===== src/rtl/ddr3_req_arbiter_pkg.sv =====
// Shared types and constants for the DDR3 write/read request arbiter.
// Direction encoding doubles as the cmd_write_o value.
package ddr3_req_arbiter_pkg;

  typedef enum logic [1:0] {
    ST_IDLE   = 2'd0,
    ST_WR_SEQ = 2'd1,
    ST_RD_SEQ = 2'd2
  } arb_state_t;

  localparam logic DIR_RD = 1'b0;
  localparam logic DIR_WR = 1'b1;

  // Starvation counter must hold 0..limit, never narrower than one bit.
  function automatic int starve_width(input int limit);
    int w;
    w = $clog2(limit + 1);
    return (w < 1) ? 1 : w;
  endfunction

endpackage


===== src/rtl/ddr3_req_arbiter.sv =====
// Merges the AXI write- and read-request ports into one registered DDR3 command
// stream: atomic multi-command sequences, read preference with bounded write starvation.
module ddr3_req_arbiter
  import ddr3_req_arbiter_pkg::*;
#(
  parameter int ADDRS           = 32,
  parameter int MEM_ID_WIDTH    = 4,
  parameter int TURN_CYCLES     = 2,
  parameter int WR_STARVE_LIMIT = 4
) (
  input  logic                    clock,
  input  logic                    reset,
  input  logic                    wr_req_i,
  output logic                    wr_ack_o,
  input  logic                    wr_lst_i,
  input  logic [MEM_ID_WIDTH-1:0] wr_tid_i,
  input  logic [ADDRS-1:0]        wr_adr_i,
  input  logic                    rd_req_i,
  output logic                    rd_ack_o,
  input  logic                    rd_lst_i,
  input  logic [MEM_ID_WIDTH-1:0] rd_tid_i,
  input  logic [ADDRS-1:0]        rd_adr_i,
  output logic                    cmd_valid_o,
  input  logic                    cmd_ready_i,
  output logic                    cmd_write_o,
  output logic                    cmd_last_o,
  output logic [MEM_ID_WIDTH-1:0] cmd_tid_o,
  output logic [ADDRS-1:0]        cmd_addr_o,
  output logic                    busy_o
);

  localparam int              SW         = starve_width(WR_STARVE_LIMIT);
  localparam logic [SW-1:0]   STARVE_MAX = SW'(WR_STARVE_LIMIT);
  localparam logic [3:0]      TURN_LOAD  = 4'(TURN_CYCLES);

  arb_state_t              r_state;
  logic                    r_last_dir;
  logic [3:0]              r_turn_cnt;
  logic [SW-1:0]           r_starve_cnt;
  logic                    r_cmd_valid;
  logic                    r_cmd_write;
  logic                    r_cmd_last;
  logic [MEM_ID_WIDTH-1:0] r_cmd_tid;
  logic [ADDRS-1:0]        r_cmd_addr;

  logic w_room;
  logic w_accept;
  logic w_elig_wr;
  logic w_elig_rd;
  logic w_pref_wr;
  logic w_grant_wr;
  logic w_grant_rd;
  logic w_ack_wr;
  logic w_ack_rd;
  logic w_load;

  assign w_room    = ~r_cmd_valid | cmd_ready_i;
  assign w_accept  = r_cmd_valid & cmd_ready_i;
  // Reversing direction waits for the turnaround gap and an empty command register.
  assign w_elig_wr = (r_last_dir == DIR_WR) | ((r_turn_cnt == 4'd0) & ~r_cmd_valid);
  assign w_elig_rd = (r_last_dir == DIR_RD) | ((r_turn_cnt == 4'd0) & ~r_cmd_valid);

  generate
    if (WR_STARVE_LIMIT == 0) begin : g_wr_always
      assign w_pref_wr = 1'b1;
    end else begin : g_wr_bounded
      assign w_pref_wr = (r_starve_cnt >= STARVE_MAX);
    end
  endgenerate

  always_comb begin
    w_grant_wr = 1'b0;
    w_grant_rd = 1'b0;
    case (r_state)
      ST_IDLE: begin
        if (wr_req_i && rd_req_i) begin
          if (w_pref_wr) begin
            w_grant_wr = w_elig_wr;
          end else begin
            w_grant_rd = w_elig_rd;
          end
        end else if (wr_req_i) begin
          w_grant_wr = w_elig_wr;
        end else if (rd_req_i) begin
          w_grant_rd = w_elig_rd;
        end else begin
          w_grant_wr = 1'b0;
          w_grant_rd = 1'b0;
        end
      end
      ST_WR_SEQ: w_grant_wr = 1'b1;
      ST_RD_SEQ: w_grant_rd = 1'b1;
      default: begin
        w_grant_wr = 1'b0;
        w_grant_rd = 1'b0;
      end
    endcase
  end

  assign w_ack_wr = wr_req_i & w_grant_wr & w_room;
  assign w_ack_rd = rd_req_i & w_grant_rd & w_room;
  assign w_load   = w_ack_wr | w_ack_rd;

  always_ff @(posedge clock) begin
    if (reset) begin
      r_cmd_valid <= 1'b0;
      r_cmd_write <= 1'b0;
      r_cmd_last  <= 1'b0;
      r_cmd_tid   <= '0;
      r_cmd_addr  <= '0;
      r_last_dir  <= DIR_RD;
    end else if (w_load) begin
      r_cmd_valid <= 1'b1;
      r_cmd_write <= w_ack_wr;
      r_cmd_last  <= w_ack_wr ? wr_lst_i : rd_lst_i;
      r_cmd_tid   <= w_ack_wr ? wr_tid_i : rd_tid_i;
      r_cmd_addr  <= w_ack_wr ? wr_adr_i : rd_adr_i;
      r_last_dir  <= w_ack_wr ? DIR_WR : DIR_RD;
    end else if (w_accept) begin
      r_cmd_valid <= 1'b0;
    end
  end

  always_ff @(posedge clock) begin
    if (reset) begin
      r_turn_cnt   <= 4'd0;
      r_starve_cnt <= '0;
    end else begin
      if (w_accept) begin
        r_turn_cnt <= TURN_LOAD;
      end else if (r_turn_cnt != 4'd0) begin
        r_turn_cnt <= r_turn_cnt - 4'd1;
      end
      // Only completed read sequences count against a waiting write.
      if (w_ack_wr && wr_lst_i) begin
        r_starve_cnt <= '0;
      end else if (w_ack_rd && rd_lst_i && wr_req_i && (r_starve_cnt != STARVE_MAX)) begin
        r_starve_cnt <= r_starve_cnt + SW'(1);
      end
    end
  end

  always_ff @(posedge clock) begin
    if (reset) begin
      r_state <= ST_IDLE;
    end else begin
      case (r_state)
        ST_IDLE: begin
          if (w_ack_wr && !wr_lst_i) begin
            r_state <= ST_WR_SEQ;
          end else if (w_ack_rd && !rd_lst_i) begin
            r_state <= ST_RD_SEQ;
          end
        end
        ST_WR_SEQ: if (w_ack_wr && wr_lst_i) r_state <= ST_IDLE;
        ST_RD_SEQ: if (w_ack_rd && rd_lst_i) r_state <= ST_IDLE;
        default:   r_state <= ST_IDLE;
      endcase
    end
  end

  assign wr_ack_o    = w_ack_wr;
  assign rd_ack_o    = w_ack_rd;
  assign cmd_valid_o = r_cmd_valid;
  assign cmd_write_o = r_cmd_write;
  assign cmd_last_o  = r_cmd_last;
  assign cmd_tid_o   = r_cmd_tid;
  assign cmd_addr_o  = r_cmd_addr;
  assign busy_o      = (r_state != ST_IDLE) | r_cmd_valid | (r_turn_cnt != 4'd0);

`ifdef __icarus
  ddr3_req_arbiter_chk #(.ADDRS(ADDRS), .MEM_ID_WIDTH(MEM_ID_WIDTH)) u_wr_chk (
    .clock(clock), .reset(reset), .i_req(wr_req_i), .i_ack(w_ack_wr),
    .i_lst(wr_lst_i), .i_tid(wr_tid_i), .i_adr(wr_adr_i)
  );
  ddr3_req_arbiter_chk #(.ADDRS(ADDRS), .MEM_ID_WIDTH(MEM_ID_WIDTH)) u_rd_chk (
    .clock(clock), .reset(reset), .i_req(rd_req_i), .i_ack(w_ack_rd),
    .i_lst(rd_lst_i), .i_tid(rd_tid_i), .i_adr(rd_adr_i)
  );
`endif

endmodule

`ifdef __icarus
// A pending, unacked request must hold req and keep its fields stable.
module ddr3_req_arbiter_chk #(
  parameter int ADDRS        = 32,
  parameter int MEM_ID_WIDTH = 4
) (
  input logic                    clock,
  input logic                    reset,
  input logic                    i_req,
  input logic                    i_ack,
  input logic                    i_lst,
  input logic [MEM_ID_WIDTH-1:0] i_tid,
  input logic [ADDRS-1:0]        i_adr
);
  logic                    r_pend;
  logic                    r_lst;
  logic [MEM_ID_WIDTH-1:0] r_tid;
  logic [ADDRS-1:0]        r_adr;

  always_ff @(posedge clock) begin
    if (!reset && r_pend && (!i_req || (i_lst != r_lst) || (i_tid != r_tid) || (i_adr != r_adr))) begin
      $fatal(1, "request dropped or changed while pending");
    end
    r_pend <= ~reset & i_req & ~i_ack;
    r_lst  <= i_lst;
    r_tid  <= i_tid;
    r_adr  <= i_adr;
  end
endmodule
`endif

===== config.mk =====
export PLATFORM = sky130hd
export DESIGN_NAME = ddr3_req_arbiter
export DESIGN_NICKNAME = d
export VERILOG_FILES = /design/src/rtl/ddr3_req_arbiter_pkg.sv /design/src/rtl/ddr3_req_arbiter.sv
export SDC_FILE = /design/constraint.sdc
export NUM_CORES = 1
export LEC_CHECK = 0
export BUFFER_PORTS_ARGS = -buffer_cell sky130_fd_sc_hd__buf_2
export CELL_PAD_IN_SITES_DETAIL_PLACEMENT = 1
export CELL_PAD_IN_SITES_GLOBAL_PLACEMENT = 2
export CORE_AREA = 2 2 105 107
export DETAILED_ROUTE_END_ITERATION = 10
export DIE_AREA = 0 0 107 109
export PLACE_DENSITY = 0.87
export SETUP_SLACK_MARGIN = 0.4
export SYNTH_ARGS = -nofsm -noshare
export SYNTH_HDL_FRONTEND = slang
export SYNTH_SLANG_ARGS = --single-unit

===== constraint.sdc =====
create_clock -name clock -period 1.85 [get_ports clock]
set_input_delay 0.37 -clock clock [delete_from_list [all_inputs] [get_ports clock]]
set_output_delay 0.37 -clock clock [all_outputs]
set_load 0.03 [all_outputs]

; ---- Yosys cells after proc, flatten, opt, wreduce, memory -nomap -nowiden
; Cells that the tools add are included.
[classes]
mux = 22
shifts = 0
reduce_logical = 18
magnitude_cmp = 1
div = 0
add_sub_neg = 2
n_bitwise = 14
mul = 0
n_eq_ne = 6
[ops]
columns = cell, n
row1 = 32-bit 2-to-1 mux, 1
row2 = 2-bit 2-to-1 mux, 6
row3 = 1-bit 2-to-1 mux, 11
row4 = 1-bit logical AND, 7
row5 = 1-bit bitwise AND, 6
row6 = 3-bit inequality test (second input constant), 2
row7 = 1-bit OR, 6
row8 = 2-bit one-hot mux with 3 select lines, 1
row9 = 2-bit nonzero test, 3
row10 = 4-bit logical NOT, 1
row11 = 4-bit 2-to-1 mux, 1
row12 = 2-bit inequality test (second input constant), 2
row13 = 1-bit one-hot mux with 2 select lines, 2
row14 = 4-bit nonzero test, 1
row15 = 2-bit OR reduction, 2
row16 = 4-bit by 1-bit subtractor with 4-bit output (second input constant), 1
row17 = 3-bit by 1-bit adder with 3-bit output (second input constant), 1
row18 = 3-bit greater-or-equal comparator (second input constant), 1
row19 = 3-bit AND reduction, 1
row20 = 2-bit by 1-bit == test with 1-bit output (second input constant), 1
row21 = 2-bit == test (second input constant), 1
row22 = 1-bit logical NOT, 2
row23 = 2-bit logical NOT, 1
row24 = 1-bit NOT, 2
[totals]
in_bits = 79
mem_bits_rw = 0
output_inout_bits = 42
memories = 0
word_cells = 73
romBits = 0
ff_bits = 49
latchBits = 0

; ---- Longest topological paths before layout
[depth]
word_depth = 13
mapped_depth = 10
depth_no_buf = 7

; ---- Least setup slack after synthesis
; Ideal clock, no wire load.
[synth_timing]
kind = reg2reg
from = register r_cmd_valid, in the netlist cmd_valid_o
to = register r_cmd_addr[10], in the netlist cmd_addr_o[10]
slack_ps = -134
period_less_slack_ps = 1984
setup_time_ps = 91
t_arrival_ps = 1893
path_buffers = 3
stages_incl_launch_ff = 9
t_required_ps = 1759
cell_sequence = dfxtp_1 -> nor3_2 -> a311oi_1 -> or3_1 -> buf_2 -> buf_4 -> buf_2 -> nand2_1 -> a311oi_1
[synth_via]
elab_chain_cells = 10
word_cells_on_any_way = 20
cone_classes = mux (10) / bitwise (10)
[synth_lines]
columns = element, line
row1 = "start, declared", ddr3_req_arbiter.sv:40  ; logic r_cmd_valid;
row2 = "start signal, assigned", ddr3_req_arbiter.sv:106  ; r_cmd_valid <= 1'b0;
row3 = "start signal, assigned", ddr3_req_arbiter.sv:113  ; r_cmd_valid <= 1'b1;
row4 = "start signal, assigned", ddr3_req_arbiter.sv:120  ; r_cmd_valid <= 1'b0;
row5 = 1-bit NOT *, "ddr3_req_arbiter.sv:57, ddr3_req_arbiter.sv:60, ddr3_req_arbiter.sv:61"
row6 = 1-bit bitwise AND, "ddr3_req_arbiter.sv:60, ddr3_req_arbiter.sv:61"
row7 = 1-bit OR, ddr3_req_arbiter.sv:61  ; assign w_elig_rd = (r_last_dir == DIR_RD) | ((r_turn_cnt == 4'd0) & ~r_cmd_valid);
row8 = 1-bit 2-to-1 mux, ddr3_req_arbiter.sv:84  ; end else if (rd_req_i) begin
row9 = 1-bit 2-to-1 mux, ddr3_req_arbiter.sv:82  ; end else if (wr_req_i) begin
row10 = 1-bit 2-to-1 mux, ddr3_req_arbiter.sv:76  ; if (wr_req_i && rd_req_i) begin
row11 = 1-bit one-hot mux with 2 select lines, ddr3_req_arbiter.sv:74  ; case (r_state)
row12 = 1-bit bitwise AND (2 in a row), ddr3_req_arbiter.sv:101  ; assign w_ack_rd = rd_req_i & w_grant_rd & w_room;
row13 = 1-bit OR, ddr3_req_arbiter.sv:102  ; assign w_load = w_ack_wr | w_ack_rd;
row14 = "end signal, assigned", ddr3_req_arbiter.sv:117  ; r_cmd_addr <= w_ack_wr ? wr_adr_i : rd_adr_i;
row15 = "end, declared", ddr3_req_arbiter.sv:44  ; logic [ADDRS-1:0] r_cmd_addr;
; Mark *: on every way between the ends. The rest lies on a longest branch, timed or not.
; A chain may end at the register's enable or synchronous reset.

; ---- Final worst setup path
[layout_timing]
from = register r_cmd_valid, in the netlist cmd_valid_o
to = output rd_ack_o
[layout_via]
elab_chain_cells = 9
word_cells_on_any_way = 11
cone_classes = mux (5) / bitwise (6)
[layout_lines]
columns = element, line
row1 = 1-bit NOT *, "ddr3_req_arbiter.sv:57, ddr3_req_arbiter.sv:61"
row2 = 1-bit bitwise AND, ddr3_req_arbiter.sv:61
row3 = 1-bit OR, ddr3_req_arbiter.sv:61
row4 = 1-bit 2-to-1 mux, ddr3_req_arbiter.sv:84
row5 = 1-bit 2-to-1 mux, ddr3_req_arbiter.sv:82
row6 = 1-bit 2-to-1 mux, ddr3_req_arbiter.sv:76
row7 = 1-bit one-hot mux with 2 select lines, ddr3_req_arbiter.sv:74
row8 = 1-bit bitwise AND, ddr3_req_arbiter.sv:101
row9 = 1-bit bitwise AND *, ddr3_req_arbiter.sv:101
row10 = "end, declared", ddr3_req_arbiter.sv:19  ; output logic rd_ack_o,
; Marks and branches as above.

==> results.sh <==
export IMPL_crit_buf_inv=2
export IMPL_io_pins=121
export IMPL_worstPathArrival_ns=1.55
export IMPL_setup_viol=27
export IMPL_cts_tree="done"
export IMPL_antenna_found_initial=0
export IMPL_coreArea_sq_mm=0.0106
export IMPL_worst_setup_path_end_kind="output pin"
export IMPL_dieHeight_microns=109
export IMPL_cts_htree_levels=2
export IMPL_postSynthRegisterBits=48
export IMPL_layout_setup_ws_ns=-0.0657
export IMPL_clkTransAtPathRegs_ns=0.10
export IMPL_routed_wl_microns=8990
export IMPL_power_leakage_nw=1.62
export IMPL_finalCriticalPeriod_ns=1.92
export IMPL_io_buffers=120
export IMPL_clock_skew_ns=0.0144
export IMPL_synth_nets=358
export IMPL_worstPathRequired_ns=1.48
export IMPL_cp_slowest_cell="dfxtp_4"
export IMPL_drt_iter0_drc=59
export IMPL_cp_start_kind="flip-flop"
export IMPL_violations="negative setup slack"
export IMPL_area_growth_pct=66.1
export IMPL_fmax_mhz=522
export IMPL_syn_inst=277
export IMPL_ant_nets=0
export IMPL_power_density_mw_per_mm2=903
export IMPL_crit_path_max_fanout=4
export IMPL_clkSinkCount=48
export IMPL_cts_buffers=5
export IMPL_placed_cell_area_sq_mm=0.00300
export IMPL_slowest_delay_ns=0.37
export IMPL_start_util_pct=20.6
export IMPL_drc=0
export IMPL_hold_path_class="input pin to flip-flop"
export IMPL_path_class="flip-flop to output pin"
export IMPL_syn_area_sq_mm=0.00218
export IMPL_power_ir_vdd_worst_uv=289
export IMPL_crit_chain="nor3_4, a311oi_2, or3_4, clkinv_4, buf_6"
export IMPL_drt_pass1_iter_count=4
export IMPL_dp_hpwl_microns=5400
export IMPL_avgSynthCellArea_sq_um=7.88
export IMPL_grt_max_degree=40
export IMPL_maxCapViolCount=0
export IMPL_drive_above_1_share_pct=50.7
export IMPL_insertion_delay_ns=0.30
export IMPL_whs_ns=0.317
export IMPL_grt_use_total_pct=13.6
export IMPL_grt_pass1_vias=2629
export IMPL_worst_slew_pin_slew_ns=0.604
export IMPL_nets=492
export IMPL_rsz0062_at_grt="true"
export IMPL_finalHoldViolations=0
export IMPL_period_share_pct=104
export IMPL_synth_seq_area_share_pct=44.0
export IMPL_globalRouteOverflowTotal=0
export IMPL_vias_per_cell=4.61
export IMPL_grt_pass1_wl_microns=12600
export IMPL_utilization_pct=34.2
export IMPL_drv_slew=0
export IMPL_hold_buffers=0
export IMPL_path_delay_family="simple AND/OR/NAND/NOR gates"
export IMPL_max_slew_margin_rel_pct=59.8
export IMPL_post_drt_wl_per_cell_microns=16.3
export IMPL_clockRootBuffer="clkbuf_8"
export IMPL_yosysWarnings=0
export IMPL_diodes=0
export IMPL_row_count=38
export IMPL_place_gp_congestion=0.850
export IMPL_outcome="finished, violations left"
export IMPL_clockBufferDepth=2
export IMPL_ys_types=35
export IMPL_detailroute_via_count=2547
export IMPL_die_w_microns=107
export IMPL_stdcell_area_sq_mm=0.00363
export IMPL_die_area_sq_mm=0.0117
path summary, 6_finish.rpt:
| kind | start | endpoint | slack (ns) | depth (start not counted) |
|---|---|---|---|---|
| max | cmd_valid_o | rd_ack_o | -0.07 | 5 |
| min | rd_adr_i[3] | cmd_addr_o[3] | 0.32 | 3 |
| max reg2reg | cmd_valid_o | cmd_addr_o[25] | -0.05 | 8 |
| min reg2reg | cmd_last_o | cmd_last_o | 0.47 | 2 |
layout by cell type (no fill, tap or decap), types with 3 or more instances in the layout:
cell,count
nor2_2,10
a311oi_1,21
clkbuf_8,6
nor2_1,32
nor3_1,4
o21ai_0,3
clkbuf_16,5
a311oi_2,16
nand2_2,4
inv_1,4
dfxtp_1,43
buf_6,8
buf_4,12
nor2b_1,3
dfxtp_2,4
buf_2,117
a21oi_1,4
nand2_1,74
buf_12,6
metrics by stage:
stage	total power (W)	setup slack (ns)	TNS (ns)	cells
3_5_place_dp	0.00228	-0.125	-2.73	529
2_1_floorplan	0.00193	0.0547	0	277
3_3_place_gp	0.00226	-0.0397	-0.879	529
6_report	0.00328	-0.0657	-0.667	552
5_1_grt	0.00347	-0.127	-3.57	552
4_1_cts	0.00316	-0.0634	-0.126	544
where the power goes:
| group | leakage (nW) | total (W) | switching (W) | internal [W] |
|---|---|---|---|---|
| clock network | 0.0445 | 0.000677 | 0.000372 | 0.000305 |
| registers | 0.398 | 0.00125 | 0.0000821 | 0.00117 |
| logic | 1.18 | 0.00135 | 0.000789 | 0.000558 |
kinds of logic after synthesis:
kind of cell	after synthesis	synth area share, %
compound gates	54	19.8
xor+xnor	2	0.802
fa+ha+maj	2	1.15
buf+inv	30	7.56
flops	48	44.0
mux	1	0.458
simple gates	140	26.2
timing repair:
item                                    CTS  global route
resized for setup                        59            12
endpoints found under the setup margin   47            47
gates cloned                              1             8
pin swaps                                 7             4
setup buffers                             6             0
cell type report:
cell class	count	area (sq um)
fill	1282	6980
multi-input combinational	199	1280
timing repair buffer	151	1080
sequential	48	970
tap	140	175
clock buffer	7	86.3
inverter	6	30.0
clock inverter	1	7.51
worst reg2reg max path: cells and delay by family, from the launching register on:
| kind | cells | cell delay (ns) |
|---|---|---|
| AOI/OAI and AO/OA | 2 | 0.41 |
| buffers and inverters | 3 | 0.40 |
| DFF | 1 | 0.37 |
| and+or+nand+nor | 3 | 0.65 |
synthesized netlist by cell type, drive strengths merged:
cell type | instances | share of area (%)
inv | 5 | 0.86
nand3 | 2 | 0.46
or3 | 1 | 0.29
nor4 | 1 | 0.29
a221oi | 1 | 0.40
nor4b | 1 | 0.40
xor2 | 1 | 0.40
a211o | 1 | 0.40
ha | 2 | 1.1
or4b | 1 | 0.46
xnor2 | 1 | 0.40
o31ai | 1 | 0.34
o21ai | 3 | 0.69
dfxtp | 48 | 44
nand2 | 78 | 13
a21o | 2 | 0.69
nor2 | 43 | 7.4
a22oi | 1 | 0.34
buf | 12 | 4.2
a21oi | 6 | 1.4
nor3 | 7 | 1.8
o311ai | 1 | 0.40
mux2i | 1 | 0.46
nand4 | 1 | 0.29
clkinv | 1 | 0.40
nand2b | 2 | 0.57
nor2b | 3 | 0.86
a31oi | 1 | 0.29
clkbuf | 12 | 2.1
a311oi | 37 | 15
sequential cells by signal (all words and copies together), names as in the netlist:
signal        cells
cmd_last_o        1
r_state           2
cmd_addr_o       32
cmd_valid_o       1
r_turn_cnt        4
r_last_dir        1
r_starve_cnt      3
cmd_tid_o         4
metal layers:
metal | global-route usage [%] | routed length (microns) | vias to the layer above
li1 | - | - | 1236
met1 | 16.0 | 3830 | 1211
met2 | 24.5 | 4460 | 87
met3 | 3.47 | 503 | 13
met4 | 3.90 | 189 | 0
met5 | 0 | 0 | -
(Power assumes the default switching activity.)
